### src/rtl/gray_pkg.sv
// Shared constants for the gray-image engines: image geometry, pixel widths,
// neighbour address offsets and the arbiter port state encoding.
package gray_pkg;

    localparam int IMG_W  = 128;
    localparam int IMG_AW = 14;
    localparam int IMG_DW = 8;

    // Offsets from a centre address to its 8 neighbours in a row-major 128-wide image
    localparam int OFF_NW = -(IMG_W + 1);
    localparam int OFF_N  = -IMG_W;
    localparam int OFF_NE = -(IMG_W - 1);
    localparam int OFF_W  = -1;
    localparam int OFF_E  = 1;
    localparam int OFF_SW = IMG_W - 1;
    localparam int OFF_S  = IMG_W;
    localparam int OFF_SE = IMG_W + 1;

    typedef enum logic {
        ST_OPEN   = 1'b0,
        ST_LOCKED = 1'b1
    } arb_state_e;

    function automatic int idx_width(input int n);
        return (n > 1) ? $clog2(n) : 1;
    endfunction

endpackage

### src/rtl/gray_port_arbiter_rr_pick.sv
// Combinational round-robin picker: first asserted req at or above ptr,
// wrapping modulo NREQ; returns one-hot grant and its index.
module rr_pick
    import gray_pkg::*;
#(
    parameter int NREQ = 2,
    parameter int PW   = idx_width(NREQ)
) (
    input  logic [NREQ-1:0] req,
    input  logic [PW-1:0]   ptr,
    output logic [NREQ-1:0] grant,
    output logic [PW-1:0]   idx
);

    int   cand;
    logic found;

    // NOTE: every variable written here gets a default first so no path leaves
    // one unassigned, which would otherwise infer a latch.
    always_comb begin
        grant = '0;
        idx   = '0;
        cand  = 0;
        found = 1'b0;
        for (int k = 0; k < NREQ; k++) begin
            cand = int'(ptr) + k;
            if (cand >= NREQ) cand = cand - NREQ;
            if (!found && req[cand]) begin
                found       = 1'b1;
                grant[cand] = 1'b1;
                idx         = PW'(cand);
            end
        end
    end

endmodule

### src/rtl/gray_port_arbiter.sv
// Shares the gray image memory read port between NREQ engines with round-robin
// fairness, an optional neighbourhood lock and a two-edge pipelined return path.
module gray_port_arbiter
    import gray_pkg::*;
#(
    parameter int NREQ = 2,
    parameter int AW   = IMG_AW,
    parameter int DW   = IMG_DW
) (
    input  logic              clk,
    input  logic              reset,
    input  logic [NREQ-1:0]   req_valid,
    input  logic [NREQ*AW-1:0] req_addr,
    input  logic [NREQ-1:0]   req_lock,
    output logic [NREQ-1:0]   req_grant,
    output logic [NREQ-1:0]   rsp_valid,
    output logic [DW-1:0]     rsp_data,
    input  logic              mem_ready,
    output logic              mem_req,
    output logic [AW-1:0]     mem_addr,
    input  logic [DW-1:0]     mem_data
);

    localparam int PW = idx_width(NREQ);

    arb_state_e      state, state_next;
    logic [PW-1:0]   rr_ptr, owner, tag, win_idx;
    logic            tag_valid;
    logic [NREQ-1:0] eligible, pick_grant;
    logic            grant_any, win_lock;

    // While locked only the owner is eligible, even if it is idle this cycle
    always_comb begin
        eligible = '0;
        if (mem_req) begin
            if (state == ST_LOCKED) eligible = req_valid & (NREQ'(1) << owner);
            else                    eligible = req_valid;
        end
    end

    rr_pick #(
        .NREQ (NREQ),
        .PW   (PW)
    ) u_rr_pick (
        .req   (eligible),
        .ptr   (rr_ptr),
        .grant (pick_grant),
        .idx   (win_idx)
    );

    assign req_grant = pick_grant;
    assign grant_any = |pick_grant;
    assign win_lock  = req_lock[win_idx];

    always_comb begin
        state_next = state;
        if (grant_any) begin
            if (state == ST_OPEN && win_lock)    state_next = ST_LOCKED;
            if (state == ST_LOCKED && !win_lock) state_next = ST_OPEN;
        end
    end

    // NOTE: sequential state uses non-blocking assignments so every register
    // samples pre-edge values regardless of statement order.
    always_ff @(posedge clk or negedge reset) begin
        if (!reset) begin
            state     <= ST_OPEN;
            rr_ptr    <= '0;
            owner     <= '0;
            tag       <= '0;
            tag_valid <= 1'b0;
            mem_req   <= 1'b0;
            mem_addr  <= '0;
            rsp_valid <= '0;
            rsp_data  <= '0;
        end else begin
            state     <= state_next;
            mem_req   <= mem_req | mem_ready;
            tag_valid <= grant_any;
            if (grant_any) begin
                mem_addr <= req_addr[win_idx*AW +: AW];
                tag      <= win_idx;
                if (state == ST_OPEN) begin
                    rr_ptr <= (win_idx == PW'(NREQ - 1)) ? '0 : win_idx + PW'(1);
                    if (win_lock) owner <= win_idx;
                end
            end
            rsp_valid <= tag_valid ? (NREQ'(1) << tag) : '0;
            if (tag_valid) rsp_data <= mem_data;
        end
    end

endmodule

### config.mk
export PLATFORM = sky130hd
export DESIGN_NAME = gray_port_arbiter
export DESIGN_NICKNAME = d
export VERILOG_FILES = /design/src/rtl/gray_pkg.sv /design/src/rtl/gray_port_arbiter_rr_pick.sv /design/src/rtl/gray_port_arbiter.sv
export SDC_FILE = /design/constraint.sdc
export NUM_CORES = 1
export LEC_CHECK = 0
export CORE_MARGIN = 3
export CORE_UTILIZATION = 38
export DETAILED_ROUTE_END_ITERATION = 7
export PLACE_DENSITY = 0.78
export SLEW_MARGIN = 5
export SYNTH_ARGS = -nofsm -noshare
export SYNTH_HDL_FRONTEND = slang
export SYNTH_SLANG_ARGS = --single-unit
### constraint.sdc
create_clock -name clk -period 2.3 [get_ports clk]
set_input_delay 0.345 -clock clk [delete_from_list [all_inputs] [get_ports clk]]
set_output_delay 0.345 -clock clk [all_outputs]
set_load 0.005 [all_outputs]
==> impl_metrics.py, run 1 <==
metrics = {
    "place": {
        "portBuffers": 69,
        "gp_routability_congestion": 0.796,
        "dp.final_hpwl_um": 2570,
        "placed_cells_incl_taps": 211,
    },
    "grt": {
        "globalRouteOverflowTotal": 0,
        "grtUsageTotal": 0.186,
        "grt_first_pass_wirelength_um": 5710,
        "first_global_vias": 1183,
        "pin_count_of_the_biggest_net_entering_global_routing": 31,
        "grt_antenna_before_repair": 0,
    },
    "worst_setup_path": {
        "critical_r2r_launch": "state$_DFFE_PN0P_",
        "critical_path.startpoint": "req_valid[1]",
        "ff2ff_path_depth": 6,
        "critical_path.max_fanout": 4,
        "timing.critical_path.to": "req_grant[0]",
        "r2r-end": "state$_DFFE_PN0P_",
        "path_class": "in2out",
        "worst_ep_required_time_ps": 1960,
        "timing.critical_path.arrival_ps": 1710,
        "nature_of_the_critical_path_startpoint": "input port",
        "timing.reg2reg.setup_slack_ps": 420,
        "critPathCaptureType": "output port",
    },
    "sta": {
        "maximum_operating_frequency_mhz": 487,
        "finalSetupViolCount": 0,
        "timing_max_transition_violations_final": 0,
        "final-hold-violation-count": 0,
        "maxSlewHeadroom": 0.494,
        "min_period_over_period": 0.892,
        "fin_setup_tns_ps": 0,
        "setup_repair_after_global_routing_missed_its_margin": "false",
        "fin_crit_ps": 2050,
        "measured_slew_at_the_worst_slew_check_pin_ps": 757,
        "timing.clock.skew_ps": 8.43,
    },
    "pwr": {
        "internal_power_summed_over_all_cells_mw": 1.54,
        "peak_supply_drop_uv": 512,
        "power.share.switching": 0.292,
        "cellLeakagePower_nw": 0.884,
        "power_per_cell_area_nw_per_um2": 1040,
        "power.net_switching_uw": 634,
        "share_clk_of_total_power": 0.126,
        "p_comb_frac": 0.451,
        "pwr-share-seq": 0.423,
    },
    "synthesis": {
        "syn-num-nets": 142,
        "netlist_area_sq_um": 1300,
        "synthCells": 98,
        "netlist-cell-type-count": 27,
        "synth.ff_latch_count": 30,
        "yosys_warnings": 0,
        "synth_seq_area_share": 0.576,
        "syn_area_per_cell_sq_um": 13.3,
    },
    "route": {
        "final_antenna_net_count": 0,
        "wirelength_um": 3400,
        "count_of_routing_violations_after_the_opening_detailed_route_iteration": 35,
        "routed-via-count": 1085,
        "routed_via_density": 4.98,
        "drt-pass1-iter-count": 4,
        "drt_drc_violations_left": 0,
        "post_drt_wl_per_cell_um": 15.6,
    },
    "final_layout": {
        "final.fill_count": 258,
        "post_layout_nonfiller_instances": 218,
        "antenna_cells": 0,
        "final_core_utilization": 0.665,
        "layout-drive-gt1-share": 0.184,
        "layout.nets": 218,
        "synthToLayoutAreaGrowth_pct": 60.9,
    },
    "floorplanning": {
        "fp.dieW_um": 64.5,
        "i_o_pins": 70,
        "core_area_sq_um": 3150,
        "placementRows": 20,
        "initial_core_util": 0.413,
        "die_h_um": 64.5,
        "fp.dieArea_sq_um": 4170,
    },
    "clock_tree": {
        "cts.htree.levels": 2,
        "tritoncts": "yes",
        "post-cts-setup-buffer-count": 0,
        "cts-buffers-inserted": 5,
        "clk_root_buffer_cell": "clkbuf_4",
        "clock-sinks": 30,
        "insertion_delay_ps": 320,
        "cts.clk_slew.worst_paths_ps": 90,
        "cts_max_path_buffers": 2,
    },
    "flow_run": {
        "drv.max_cap_violation_count": 0,
    },
    "min_path": {
        "path_class_of_the_lowest_slack_min_delay_path": "in2async",
    },
    "status": {
        "outcome": "complete, no violations",
    },
}
[cell families after synthesis]
kind of cell,synth area share
muxes,0.0769
and+or+nand+nor,0.118
buffers and inverters,0.0327
AOI/OAI and AO/OA,0.186
adders and majority gates,0.00960
DFF,0.576
[state kept, by name, indices dropped and copies added (netlist names)]
register	count
mem_addr	14
mem_req	1
owner	1
rr_ptr	1
rsp_data	8
rsp_valid	2
state	1
tag	1
tag_valid	1
[placed cells by master (no fill, tap or decap), types with 2 or more instances in the layout]
cell	Yosys	layout
clkdlybuf4s50_1	0	68
dfrtp_1	30	29
and2_1	13	13
mux2_2	8	8
a221o_1	7	7
a221o_2	7	7
nor2_1	5	5
clkbuf_4	0	5
buf_4	0	4
nand2_1	3	3
inv_1	3	3
and2_0	2	2
o21ai_0	2	2
clkbuf_1	1	2
[metal layers]
metal	track usage	part of all wire	vias up
li1	-	-	513
met1	0.191	0.39	522
met2	0.336	0.53	46
met3	0.0572	0.059	4
met4	0.100	0.014	0
met5	0	0	-
[worst min-delay path by stage]
stage	from	end	slack [ps]	cells past startpoint
2_1_floorplan	reset	mem_addr[0]$_DFFE_PN0P_	50	0
3_3_place_gp	tag$_DFFE_PN0P_	rsp_valid[0]$_DFF_PN0_	440	1
3_5_place_dp	tag$_DFFE_PN0P_	rsp_valid[0]$_DFF_PN0_	450	1
4_1_cts	reset	mem_addr[5]$_DFFE_PN0P_	410	2
5_1_grt	reset	tag$_DFFE_PN0P_	430	2
6_report	reset	mem_addr[5]$_DFFE_PN0P_	410	2
[final cells by class]
class,instances,area [sq um],share of cell area
inverters,3,11.3,0.00537
multi-input cells,61,509,0.243
well taps,44,55.1,0.0263
repair buffers,73,723,0.345
clock buffers,7,45.0,0.0215
flip-flops and latches,30,752,0.359
[synthesized netlist by cell type]
| cell | n | area share |
|---|---|---|
| buf_6 | 2 | 0.017 |
| nor2b_1 | 1 | 0.0048 |
| nor2_1 | 5 | 0.014 |
| clkbuf_1 | 1 | 0.0029 |
| ha_1 | 1 | 0.0096 |
| and2_0 | 2 | 0.0096 |
| mux2i_1 | 1 | 0.0077 |
| a21boi_4 | 1 | 0.014 |
| o211ai_2 | 1 | 0.0096 |
| a21o_2 | 1 | 0.0067 |
| mux2_2 | 8 | 0.069 |
| nand2b_1 | 1 | 0.0048 |
| o31a_1 | 1 | 0.0067 |
| a221o_2 | 7 | 0.061 |
| a21oi_1 | 1 | 0.0038 |
| dfrtp_1 | 30 | 0.58 |
| nand2_1 | 3 | 0.0086 |
| or2_2 | 1 | 0.0048 |
| and2_1 | 13 | 0.062 |
| a22o_2 | 1 | 0.0077 |
| inv_1 | 3 | 0.0086 |
| o21ai_0 | 2 | 0.0077 |
| a221o_1 | 7 | 0.054 |
| a21o_1 | 1 | 0.0058 |
| and3_4 | 1 | 0.0086 |
| o2111a_2 | 1 | 0.0096 |
| buf_2 | 1 | 0.0038 |
[through the flow]
step / hold slack [ps] / total power [mW] / instance area (sq um) / setup slack (ps)
2_1_floorplan: 49.4 / 1.32 / 1300 / 381
3_3_place_gp: 436 / 1.87 / 2050 / 168
3_5_place_dp: 453 / 1.92 / 2050 / 171
4_1_cts: 409 / 2.21 / 2090 / 52.2
5_1_grt: 427 / 2.33 / 2100 / 182
6_report: 415 / 2.17 / 2100 / 248
[what timing repair did]
action                     CTS  global route
gates resized for setup      0             2
setup endpoints to repair    0             1
hold buffers                 0             0
[power groups by stage]
| stage | clock network (mW) | registers (mW) | logic, mW |
|---|---|---|---|
| after floorplan | 0 | 0.905 | 0.413 |
| final | 0.273 | 0.920 | 0.980 |
| after detailed placement | 0 | 0.920 | 0.998 |
| after global routing | 0.315 | 0.955 | 1.06 |
| after global placement | 0 | 0.909 | 0.966 |
| after CTS | 0.289 | 0.920 | 0.998 |
[critical path, stage by stage]
cell and delay, ps:
clkdlybuf4s50_1 480, buf_4 130, nand2_1 50, o2111a_2 250
clkdlybuf4s50_1 450
Note: power is estimated with default switching activity, not from simulation.
==> run 2: changes to the inputs <==
--- a/config.mk
+++ b/config.mk
@@ -7,2 +7,3 @@
 export LEC_CHECK = 0
+export CAP_MARGIN = 30
 export CORE_MARGIN = 3
@@ -11,2 +12,3 @@
 export PLACE_DENSITY = 0.78
+export RECOVER_POWER = 100
 export SLEW_MARGIN = 5
--- a/constraint.sdc
+++ b/constraint.sdc
@@ -3,2 +3,2 @@
 set_output_delay 0.345 -clock clk [all_outputs]
-set_load 0.005 [all_outputs]
+set_load 0.02 [all_outputs]
==> impl_metrics.py, run 2 (synthesized netlist as in run 1, its figures left out) <==
metrics = {
    "status": {
        "outcome": "finished, violations left",
        "failing_checks": "max-capacitance violations, max-slew violations",
    },
    "route": {
        "count_of_routing_violations_after_the_opening_detailed_route_iteration": 19,
        "detailroute.wirelength.met2_um": 1720,
        "top_metal_layer_carrying_routed_signals": "met4",
        "final_antenna_net_count": 0,
        "met3WireLength_um": 194,
        "detail_route.wirelength.met1_um": 1300,
        "wirelength_um": 3310,
        "post_drt_wl_per_cell_um": 15.0,
        "routed_via_density": 4.88,
        "drt-pass1-iter-count": 4,
        "routed-via-count": 1074,
        "drt_drc_violations_left": 0,
    },
    "sta": {
        "final-hold-violation-count": 0,
        "timing.clock.skew_ps": 7.35,
        "maxSlewHeadroom": -0.0116,
        "setup_repair_after_global_routing_missed_its_margin": "false",
        "min_period_over_period": 0.926,
        "post-route-worst-setup-slack_ps": 169,
        "maximum_operating_frequency_mhz": 469,
        "fin_crit_ps": 2130,
        "measured_slew_at_the_worst_slew_check_pin_ps": 1520,
        "fin_setup_tns_ps": 0,
        "finalSetupViolCount": 0,
        "timing_max_transition_violations_final": 31,
    },
    "floorplanning": {
        "i_o_pins": 70,
        "placementRows": 20,
        "fp.dieArea_sq_um": 4170,
        "initial_core_util": 0.413,
        "fp.dieW_um": 64.5,
        "core_area_sq_um": 3150,
        "die_h_um": 64.5,
    },
    "final_layout": {
        "final.fill_count": 277,
        "regArea_sq_um": 751,
        "most_frequent_cells_in_the_layout": "42 x clkdlybuf4s50_1, 30 x dfrtp_1, 26 x dlygate4sd3_1, 13 x and2_1, 8 x mux2_2",
        "layout.nets": 219,
        "top_register": "mem_addr",
        "multiInputGateArea_sq_um": 504,
        "layout-drive-gt1-share": 0.170,
        "post_layout_nonfiller_instances": 220,
        "synthToLayoutAreaGrowth_pct": 61.8,
        "largest_register_ffs": 14,
        "mostFrequentLayoutCell": "clkdlybuf4s50_1",
        "top_regs": "mem_addr: 14 flops, rsp_data: 8 flops, rsp_valid: 2 flops",
        "antenna_cells": 0,
    },
    "place": {
        "portBuffers": 69,
        "detailedPlace.worstSlack_ps": 118,
        "placed_cells_incl_taps": 212,
        "dp.final_hpwl_um": 2550,
        "gp_routability_congestion": 0.814,
    },
    "clock_tree": {
        "clk_root_buffer_cell": "clkbuf_4",
        "tritoncts": "yes",
        "cts.clk_slew.worst_paths_ps": 90,
        "cts.htree.levels": 2,
        "cts_max_path_buffers": 2,
        "insertion_delay_ps": 320,
        "cts-buffers-inserted": 5,
        "cts_repair_resize_count": 0,
        "post-cts-setup-buffer-count": 0,
        "clock-sinks": 30,
        "cts.hold.buffers_added": 0,
    },
    "grt": {
        "pin_count_of_the_biggest_net_entering_global_routing": 31,
        "first_global_vias": 1113,
        "grt_antenna_before_repair": 0,
        "grtUsageTotal": 0.171,
        "globalRouteOverflowTotal": 0,
        "grt_first_pass_wirelength_um": 5310,
    },
    "worst_setup_path": {
        "path_buf_inv": 3,
        "crit_family": "buffers and inverters",
        "crit_path_max_incr_delay_ps": 540,
        "timing.critical_path.arrival_ps": 1790,
        "nature_of_the_critical_path_startpoint": "input port",
        "ff2ff_path_depth": 7,
        "path_class": "in2out",
        "critical_path.startpoint": "req_valid[1]",
        "timing.critical_path.to": "req_grant[0]",
        "timing.reg2reg.setup_slack_ps": 290,
        "cp_common_cell": "clkdlybuf4s50_1",
        "critical_path.max_fanout": 4,
        "crit_slowest_cell": "clkdlybuf4s50_1",
        "critPathCaptureType": "output port",
        "r2r-end": "state$_DFFE_PN0P_",
        "critical_path_depth": 5,
        "critical_r2r_launch": "state$_DFFE_PN0P_",
        "worst_ep_required_time_ps": 1960,
        "path_cells": "clkdlybuf4s50_1 > buf_4 > nand2_1 > o2111a_2 > clkdlybuf4s50_1",
    },
    "pwr": {
        "post-layout-total-power_mw": 2.42,
        "cellLeakagePower_nw": 0.890,
        "power_per_cell_area_nw_per_um2": 1150,
        "peak_supply_drop_uv": 549,
    },
    "min_path": {
        "path_class_of_the_lowest_slack_min_delay_path": "reg2reg",
    },
    "flow_run": {
        "drv.max_cap_violation_count": 1,
    },
}
run 2: cell count changes in the layout (fill, tap and decap cells not counted):
cell / delta
clkbuf_1: +3
dlymetal6s2s_1: -1
o211ai_2: -1
o211ai_1: +1
buf_4: -3
dlygate4sd3_1: +26
clkdlybuf4s50_1: -26
clkbuf_8: +3
dfrtp_1: +1
dfrtp_2: -1
run 2: worst min path at each step:
| stage | startpoint | end | slack (ps) | cells past startpoint |
|---|---|---|---|---|
| after global placement | tag$_DFFE_PN0P_ | rsp_valid[0]$_DFF_PN0_ | 440 | 1 |
| after global routing | tag$_DFFE_PN0P_ | rsp_valid[0]$_DFF_PN0_ | 500 | 1 |
| after floorplan | reset | mem_addr[0]$_DFFE_PN0P_ | 50 | 0 |
| after CTS | reset | mem_req$_DFF_PN0_ | 400 | 2 |
| final | tag$_DFFE_PN0P_ | rsp_valid[0]$_DFF_PN0_ | 470 | 1 |
| after detailed placement | tag$_DFFE_PN0P_ | rsp_valid[0]$_DFF_PN0_ | 450 | 1 |
run 2: metrics by stage:
stage	utilization	hold WS (ps)	instance area, sq um
final	0.668	472	2110
after global routing	0.668	501	2110
after CTS	0.677	401	2130
after detailed placement	0.652	452	2050
after global placement	0.652	439	2050
after floorplan	-	49.4	1300
run 2: where the power goes:
group | total, mW | internal [mW] | switching [mW]
logic | 1.14 | 0.582 | 0.556
clock network | 0.380 | 0.209 | 0.171
registers | 0.904 | 0.757 | 0.147
run 2: worst register-to-register path: cells and delay by family (launching register included):
family                     cells  cell delay (ps)
muxes                          1              210
adders and majority gates      1              250
AOI/OAI and AO/OA              2              470
and+or+nand+nor                2              320
DFF                            1              450
buffers and inverters          1              210
run 2: cell type report:
class | count | share of cell area
well taps | 44 | 0.0261
inverters | 3 | 0.00534
flip-flops and latches | 30 | 0.356
multi-input cells | 61 | 0.239
repair buffers | 74 | 0.336
clock buffers | 8 | 0.0374
run 2: per-layer routing:
| layer | up-vias | GRT usage |
|---|---|---|
| met3 | 8 | 0.0433 |
| met4 | 0 | 0.106 |
| met1 | 509 | 0.192 |
| met5 | - | 0 |
| li1 | 512 | - |
| met2 | 45 | 0.291 |
==> run 3: changes to the inputs <==
Clock period 2.3 ns to 2 ns, I/O delays scaled along.
==> impl_metrics.py, run 3 (synthesized netlist as in run 1, its figures left out) <==
metrics = {
    "status": {
        "outcome": "complete, no violations",
    },
    "worst_setup_path": {
        "critPathCaptureType": "output port",
        "path_cells": "clkbuf_1 > dlygate4sd3_1",
        "crit_path_max_incr_delay_ps": 720,
        "nature_of_the_critical_path_startpoint": "flop",
        "timing.reg2reg.setup_slack_ps": 160,
        "path_class": "reg2out",
        "worst_ep_required_time_ps": 1700,
        "crit_family": "buffers and inverters",
        "path_buf_inv": 2,
        "critical_path.max_fanout": 5,
        "timing.critical_path.arrival_ps": 1590,
        "crit_slowest_cell": "dlygate4sd3_1",
    },
    "pwr": {
        "power.share.switching": 0.367,
        "pwr-share-seq": 0.375,
        "power_per_cell_area_nw_per_um2": 1290,
        "cellLeakagePower_nw": 0.909,
        "peak_supply_drop_uv": 662,
        "internal_power_summed_over_all_cells_mw": 1.74,
        "share_clk_of_total_power": 0.132,
        "p_comb_frac": 0.493,
        "power.net_switching_mw": 1.01,
    },
    "route": {
        "final_antenna_net_count": 0,
        "drt-pass1-iter-count": 4,
        "drt_drc_violations_left": 0,
        "post_drt_wl_per_cell_um": 14.3,
        "wirelength_um": 3220,
        "routed_via_density": 4.91,
        "routed-via-count": 1104,
        "count_of_routing_violations_after_the_opening_detailed_route_iteration": 23,
    },
    "floorplanning": {
        "placementRows": 20,
        "fp.dieArea_sq_um": 4170,
        "initial_core_util": 0.413,
        "fp.dieW_um": 64.5,
        "i_o_pins": 70,
        "die_h_um": 64.5,
        "core_area_sq_um": 3150,
    },
    "clock_tree": {
        "post-cts-setup-buffer-count": 0,
        "clock-sinks": 30,
        "insertion_delay_ps": 320,
        "clk_root_buffer_cell": "clkbuf_4",
        "cts_repair_resize_count": 2,
        "tritoncts": "yes",
        "cts.clk_slew.worst_paths_ps": 90,
        "cts_max_path_buffers": 2,
        "cts.htree.levels": 2,
        "cts.hold.buffers_added": 0,
        "cts-buffers-inserted": 5,
    },
    "grt": {
        "pin_count_of_the_biggest_net_entering_global_routing": 31,
        "first_global_vias": 1203,
        "grt_first_pass_wirelength_um": 5570,
        "globalRouteOverflowTotal": 0,
        "grt_antenna_before_repair": 0,
        "grtUsageTotal": 0.175,
    },
    "place": {
        "portBuffers": 69,
        "placed_cells_incl_taps": 217,
        "gp_routability_congestion": 0.846,
        "dp.final_hpwl_um": 2540,
        "detailedPlace.worstSlack_ps": -113,
    },
    "sta": {
        "post-route-worst-setup-slack_ps": 113,
        "timing_max_transition_violations_final": 0,
        "fin_crit_ps": 1890,
        "min_period_over_period": 0.943,
        "maximum_operating_frequency_mhz": 530,
        "setup_repair_after_global_routing_missed_its_margin": "false",
        "finalSetupViolCount": 0,
        "final-hold-violation-count": 0,
        "measured_slew_at_the_worst_slew_check_pin_ps": 711,
        "maxSlewHeadroom": 0.526,
        "timing.clock.skew_ps": 2.95,
    },
    "min_path": {
        "path_class_of_the_lowest_slack_min_delay_path": "reg2reg",
    },
    "final_layout": {
        "post_layout_nonfiller_instances": 225,
        "antenna_cells": 0,
        "layout.nets": 224,
        "mostFrequentLayoutCell": "clkdlybuf4s50_1",
        "synthToLayoutAreaGrowth_pct": 62.9,
        "top_register": "mem_addr",
        "most_frequent_cells_in_the_layout": "41 x clkdlybuf4s50_1, 30 x dfrtp_1, 26 x dlygate4sd3_1, 12 x and2_1, 8 x mux2_2",
        "largest_register_ffs": 14,
        "layout-drive-gt1-share": 0.188,
        "top_regs": "mem_addr: 14 flops, rsp_data: 8 flops, rsp_valid: 2 flops",
    },
    "flow_run": {
        "drv.max_cap_violation_count": 0,
    },
}
run 3: worst paths after layout:
path                                         from                 endpoint  depth (start not counted)
worst min register to register    tag$_DFFE_PN0P_   rsp_valid[0]$_DFF_PN0_                          1
max in group asynchronous                   reset  rsp_data[7]$_DFFE_PN0P_                          2
min in group asynchronous                   reset  mem_addr[1]$_DFFE_PN0P_                          2
worst min-delay path              tag$_DFFE_PN0P_   rsp_valid[0]$_DFF_PN0_                          1
worst max register to register  owner$_DFFE_PN0P_        state$_DFFE_PN0P_                          7
worst max-delay path            mem_req$_DFF_PN0_                  mem_req                          2
run 3: final cells by class:
class                           instances  area, sq um
Sequential cell                        30          751
Fill cell                             267         1030
Inverter                                3         11.3
Clock buffer                            7         55.1
Tap cell                               44         55.1
Multi-Input combinational cell         61          504
Clock inverter                          1         5.00
Timing Repair Buffer                   79          741
run 3: power by group through the flow:
stage	logic [mW]	registers, mW	clock network (mW)
after floorplan	0.488	1.31	0
after global placement	1.45	1.04	0
after detailed placement	1.48	1.05	0
after CTS	1.48	1.04	0.378
after global routing	1.45	1.07	0.402
final	1.35	1.03	0.362
run 3: through the flow:
stage          setup TNS, ps  power [mW]   util  instance area, sq um  hold WS, ps
6_report                   0        2.74  0.673                  2120          453
5_1_grt                    0        2.92  0.673                  2120          475
4_1_cts                    0        2.90  0.682                  2150          367
3_5_place_dp            -240        2.53  0.663                  2090          447
3_3_place_gp            -171        2.49  0.663                  2090          434
2_1_floorplan              0        1.80      -                  1300         4.41
run 3: worst reg2reg max path: cells and delay by family, from the launching register on:
| kind | cells | cell delay, ps |
|---|---|---|
| AOI/OAI and AO/OA | 3 | 590 |
| muxes | 1 | 220 |
| and+or+nand+nor | 2 | 320 |
| adders and majority gates | 1 | 260 |
| DFF | 1 | 400 |
run 3: per-layer routing:
metal | vias up | global-route usage | part of all wire
met5 | - | 0 | 0
li1 | 526 | - | -
met3 | 4 | 0.0555 | 0.063
met2 | 45 | 0.303 | 0.52
met4 | 0 | 0.0739 | 0.016
met1 | 529 | 0.198 | 0.40
==> variant 1: new RTL, settings of run 1 <==
`NREQ` is set to 2 in 2 places; all go to 1.
--- a/src/rtl/gray_port_arbiter_rr_pick.sv
+++ b/src/rtl/gray_port_arbiter_rr_pick.sv
@@ -4,5 +4,5 @@
     import gray_pkg::*;
 #(
-    parameter int NREQ = 2,
+    parameter int NREQ = 1,
     parameter int PW   = idx_width(NREQ)
 ) (
--- a/src/rtl/gray_port_arbiter.sv
+++ b/src/rtl/gray_port_arbiter.sv
@@ -4,5 +4,5 @@
     import gray_pkg::*;
 #(
-    parameter int NREQ = 2,
+    parameter int NREQ = 1,
     parameter int AW   = IMG_AW,
     parameter int DW   = IMG_DW
Ports: changed (5 resized); port bits go from 70 to 52. No check against the original RTL was run, so the function may have changed too.
==> variant 1 against run 1 <==
Register-to-register slack improved by 660 ps. Clock power decreased by 32%. Die area shrank 25%. Sequential share of layout area is 5.8 points higher. Core utilization decreased by 0.55 points. Combinational power decreased by 79%. Synthesized area down 28%. Wire length is 42% lower. Sequential power fell by 45%. Total power down 59%. Critical path depth decreased by 1. Final area shrank 28%. Setup slack improved by 280 ps. Sequential cell count shrank 5.
==> variant 1: results (changes against run 1) <==
==================================================================================================
Pre-CTS worst setup slack ...........................................................       537 ps   +366 ps
Amount of wire on met3 after detailed routing .......................................       173 um   -14%
X dimension of the die ..............................................................      55.7 um   -14%
All-Layer GR Usage ..................................................................        0.143   -0.0432
Biggest area contributors in the synthesized netlist ................................ sky130_fd_sc_hd__dfrtp_1 (67%), sky130_fd_sc_hd__mux2_2 (16%), sky130_fd_sc_hd__mux2_4 (14%)
Complex-gate fraction of the synthesized area .......................................            0   -0.186
Outcome .............................................................................    completed
Distinct cell type count of the synthesized netlist .................................            8   -70%
Clock tree skew after final layout ..................................................      1.48 ps   -6.95 ps
Top cells by instance count after synthesis ......................................... sky130_fd_sc_hd__dfrtp_1 (25), sky130_fd_sc_hd__mux2_2 (13), sky130_fd_sc_hd__mux2_4 (9)
Static leakage ......................................................................     0.645 nW   -27%
Insertion delay to the later sink of the worst-skew pair ............................       300 ps   -20 ps
Met2 Usage GRT ......................................................................        0.233   -0.103
Routed length on met2 ...............................................................       983 um   -46%
WL met1 .............................................................................       797 um   -41%
Count of routing violations after the opening detailed-route iteration ..............            9   -74%
Non-Clock Inverter Count ............................................................            1   -2
Buffers on Ports ....................................................................           50   -28%
Routed Wire Length ..................................................................      1970 um   -42%
Wire length of the first global-routing pass ........................................      3510 um   -39%
Adder-cell share of the synthesized area ............................................            0   -0.00961
Met3 Track Usage GR .................................................................       0.0464   -0.0108
TritonCTS Sinks .....................................................................           25   -17%
Clock transition time at the flip-flop clock pins of the worst setup and hold paths .       120 ps   +30 ps
1st-pass router iterations ..........................................................            2   -2
Non-clock buffer share of cell area .................................................        0.344   -0.00146
Total number of multi-input combinational cells .....................................           24   -61%
Routability-driven placement congestion ratio .......................................        0.645   -19%
Multiplexer share of the synthesized area ...........................................        0.300   +0.223
Share of the cycle needed by the critical path after routing ........................        0.769   -0.123
Number of buffers created by CTS ....................................................            3   -2
Sequential cell area ................................................................     626 um^2   -17%
Worst EP arrival ....................................................................      1420 ps   -290 ps
Peak supply drop ....................................................................     0.383 mV   -25%
Largest net degree at the start of global routing ...................................           26   -16%
# clk buffers .......................................................................            4   -3
Net count reported at finish ........................................................          134   -39%
Worst-margin pin slew ...............................................................       382 ps   -375 ps
Dominant combinational cell family by area after synthesis .......................... multiplexers
==================================================================================================
-- variant 1: per-stage QoR --
step / instances / power [mW] / hold WS (ps)
6_report: 134 / 0.896 / 390
5_1_grt: 134 / 0.954 / 396
4_1_cts: 134 / 0.910 / 396
3_5_place_dp: 130 / 0.723 / 494
3_3_place_gp: 130 / 0.716 / 487
2_1_floorplan: 52 / 0.575 / 49.4
-- variant 1: path summary, 6_finish.rpt --
check | end | startpoint | cells after the start
worst max-delay path | req_grant | req_valid | 4
max in group asynchronous | tag_valid | reset | 2
worst min register to register | mem_addr[10] | mem_addr[10] | 1
worst max register to register | mem_addr[8] | mem_req | 3
min in group clk | mem_addr[10] | mem_addr[10] | 1
worst min-delay path | mem_addr[0] | reset | 2
-- variant 1: power breakdown --
part	internal [mW]	switching [mW]
clock	0.0675	0.117
combinational	0.153	0.0521
sequential	0.481	0.0254
==> variant 2: new RTL, settings of run 1 <==
Without the edit above. Reset style: synchronous (`reset`), changed in one clocked block.
--- a/src/rtl/gray_port_arbiter.sv
+++ b/src/rtl/gray_port_arbiter.sv
@@ -63,5 +63,5 @@
     // NOTE: sequential state uses non-blocking assignments so every register
     // samples pre-edge values regardless of statement order.
-    always_ff @(posedge clk or negedge reset) begin
+    always_ff @(posedge clk) begin
         if (!reset) begin
             state     <= ST_OPEN;
Function: differs if reset is asserted again (counterexample within 4 cycles, from zero or initial values and one cycle with reset low); with reset held inactive, the same outputs for 10 cycles.
==> variant 2 against run 1 <==
Via count rose by 18%. Clock skew fell by 3.5 ps. Wire length rose by 6.5%. Sequential cell count did not move. Fmax fell by 2.7%. Final area fell by 1.1%. Setup slack got worse by 56 ps. Synthesized area fell by 2.9%. Largest cell class is now buffers.
Power is not compared: it rests on default switching activity, and its combinational part moved more than twofold at a synthesized area within 25%.
==> variant 2: results (changes against run 1) <==
=====================================================================================
Outcome ................................................................    completed
Met2 Usage GRT .........................................................        0.353   +0.0170
Number of synthesis warnings ...........................................            0   unchanged
Distinct cell type count of the synthesized netlist ....................           28   +3.7%
Highest net fanout along the worst path ................................            2   -2
Worst hold-check path type ............................................. register to register
Pre-CTS worst setup slack ..............................................      -140 ps   -311 ps
Number of nets in the synthesized netlist ..............................          184   +30%
Worst EP arrival .......................................................      2350 ps   +640 ps
Met1 routing resource usage after global routing .......................        0.191   about the same
Count of instances resized after the clock tree is built ...............            2   +2
All-Layer GR Usage .....................................................        0.191   +0.00424
Top flip-flop cell by instance count after synthesis ................... sky130_fd_sc_hd__dfxtp_1
Placed inst area ....................................................... 0.00201 mm^2   -1.8%
Top cells by instance count after synthesis ............................ sky130_fd_sc_hd__dfxtp_1 (30), sky130_fd_sc_hd__nand2_1 (30), sky130_fd_sc_hd__o21ai_0 (15)
Count of routing violations after the opening detailed-route iteration .           45   +29%
Routability-driven placement congestion ratio ..........................        0.769   -3.4%
Via count of the first global-routing pass .............................         1338   +13%
Clock tree skew after final layout .....................................      4.92 ps   -3.50 ps
Max_slew headroom ......................................................        0.657   +0.163
Share of flip-flops with an asynchronous set or reset ..................            0   -1.00
Vias/cell ..............................................................         4.95   -0.47%
Share of layout cells above drive strength 1 ...........................       0.0930   -0.0909
Worst-case clock buffer depth ..........................................            2   unchanged
Insertion delay to the later sink of the worst-skew pair ...............       340 ps   +20 ps
DRC violation count after routing ......................................            0   unchanged
H-tree levels ..........................................................            2   unchanged
Share of synthesized area occupied by flip-flops and latches ...........        0.475   -0.102
Wire length of the first global-routing pass ...........................      5950 um   +4.2%
Routed length per instance .............................................      14.0 um   -10%
Biggest area contributors in the synthesized netlist ................... sky130_fd_sc_hd__dfxtp_1 (47%), sky130_fd_sc_hd__nand2_1 (8.9%), sky130_fd_sc_hd__mux2i_1 (7.9%)
Detail Placement HPWL ..................................................      2680 um   +4.4%
R2r worst-path depth ...................................................            7   +1
Met3 Track Usage GR ....................................................       0.0446   -0.0126
Net count reported at finish ...........................................          258   +18%
=====================================================================================
[variant 2: cell count changes after synthesis, moves of 8 or more]
cell                      before  now
sky130_fd_sc_hd__nand2_1       3   30
sky130_fd_sc_hd__dfrtp_1      30    0
sky130_fd_sc_hd__dfxtp_1       0   30
sky130_fd_sc_hd__and2_1       13    1
sky130_fd_sc_hd__mux2_2        8    0
sky130_fd_sc_hd__o21ai_0       2   15
sky130_fd_sc_hd__mux2i_1       1   10
sky130_fd_sc_hd__a31oi_1       0   13
[variant 2: cells by family after synthesis]
logic type	after synthesis	synth area share
multiplexers	10	0.0791
AND/OR/NAND/NOR	49	0.182
AO/OA/AOI/OAI	39	0.196
flip-flops	30	0.475
adder cells (fa/ha/maj)	1	0.00989
buffers and inverters	11	0.0584
[variant 2: routing by layer]
metal	share of wire	wire length, um
met2	0.54	1950
met5	0	0
met1	0.39	1430
met4	0.021	75
met3	0.047	169
[variant 2: where the power goes]
part | internal (mW) | switching [mW]
sequential | 0.553 | 0.0223
clock | 0.148 | 0.185
combinational | 0.161 | 0.0906
total | 0.861 | 0.297
[variant 2: final timing paths]
| check | from | endpoint | slack, ps |
|---|---|---|---|
| setup / recovery | req_valid[1] | state | 190 |
| hold / removal | tag | rsp_valid[0] | 450 |
| setup reg to reg | owner | state | 220 |
| hold reg to reg | tag | rsp_valid[0] | 450 |
[variant 2: worst max-delay path, cell delays in order]
cell and delay (ps):
sky130_fd_sc_hd__clkdlybuf4s50_1 490, sky130_fd_sc_hd__nand2_1 90, sky130_fd_sc_hd__or3_4 400, sky130_fd_sc_hd__clkinv_4 60, sky130_fd_sc_hd__mux2i_1 220, sky130_fd_sc_hd__ha_1 280
sky130_fd_sc_hd__o31a_1 300, sky130_fd_sc_hd__o21a_1 180
[variant 2: cell type report]
class,instances,area [um^2]
clock buffers,7,55.1
clock inverters,1,5.00
fillers,289,1030
inverters,1,8.76
multi-input cells,99,599
flip-flops and latches,30,601
well taps,44,55.1
repair buffers,77,749
[variant 2: stage by stage]
step / setup TNS, ps / hold WS, ps / util / power [mW] / std cells
after floorplan: 0 / 399 / - / 0.679 / 140
after global placement: -90.7 / 421 / 0.648 / 0.827 / 251
after detailed placement: -190 / 433 / 0.648 / 0.837 / 251
after CTS: 0 / 442 / 0.668 / 1.16 / 259
after global routing: 0 / 455 / 0.668 / 1.22 / 259
final: 0 / 447 / 0.668 / 1.16 / 259
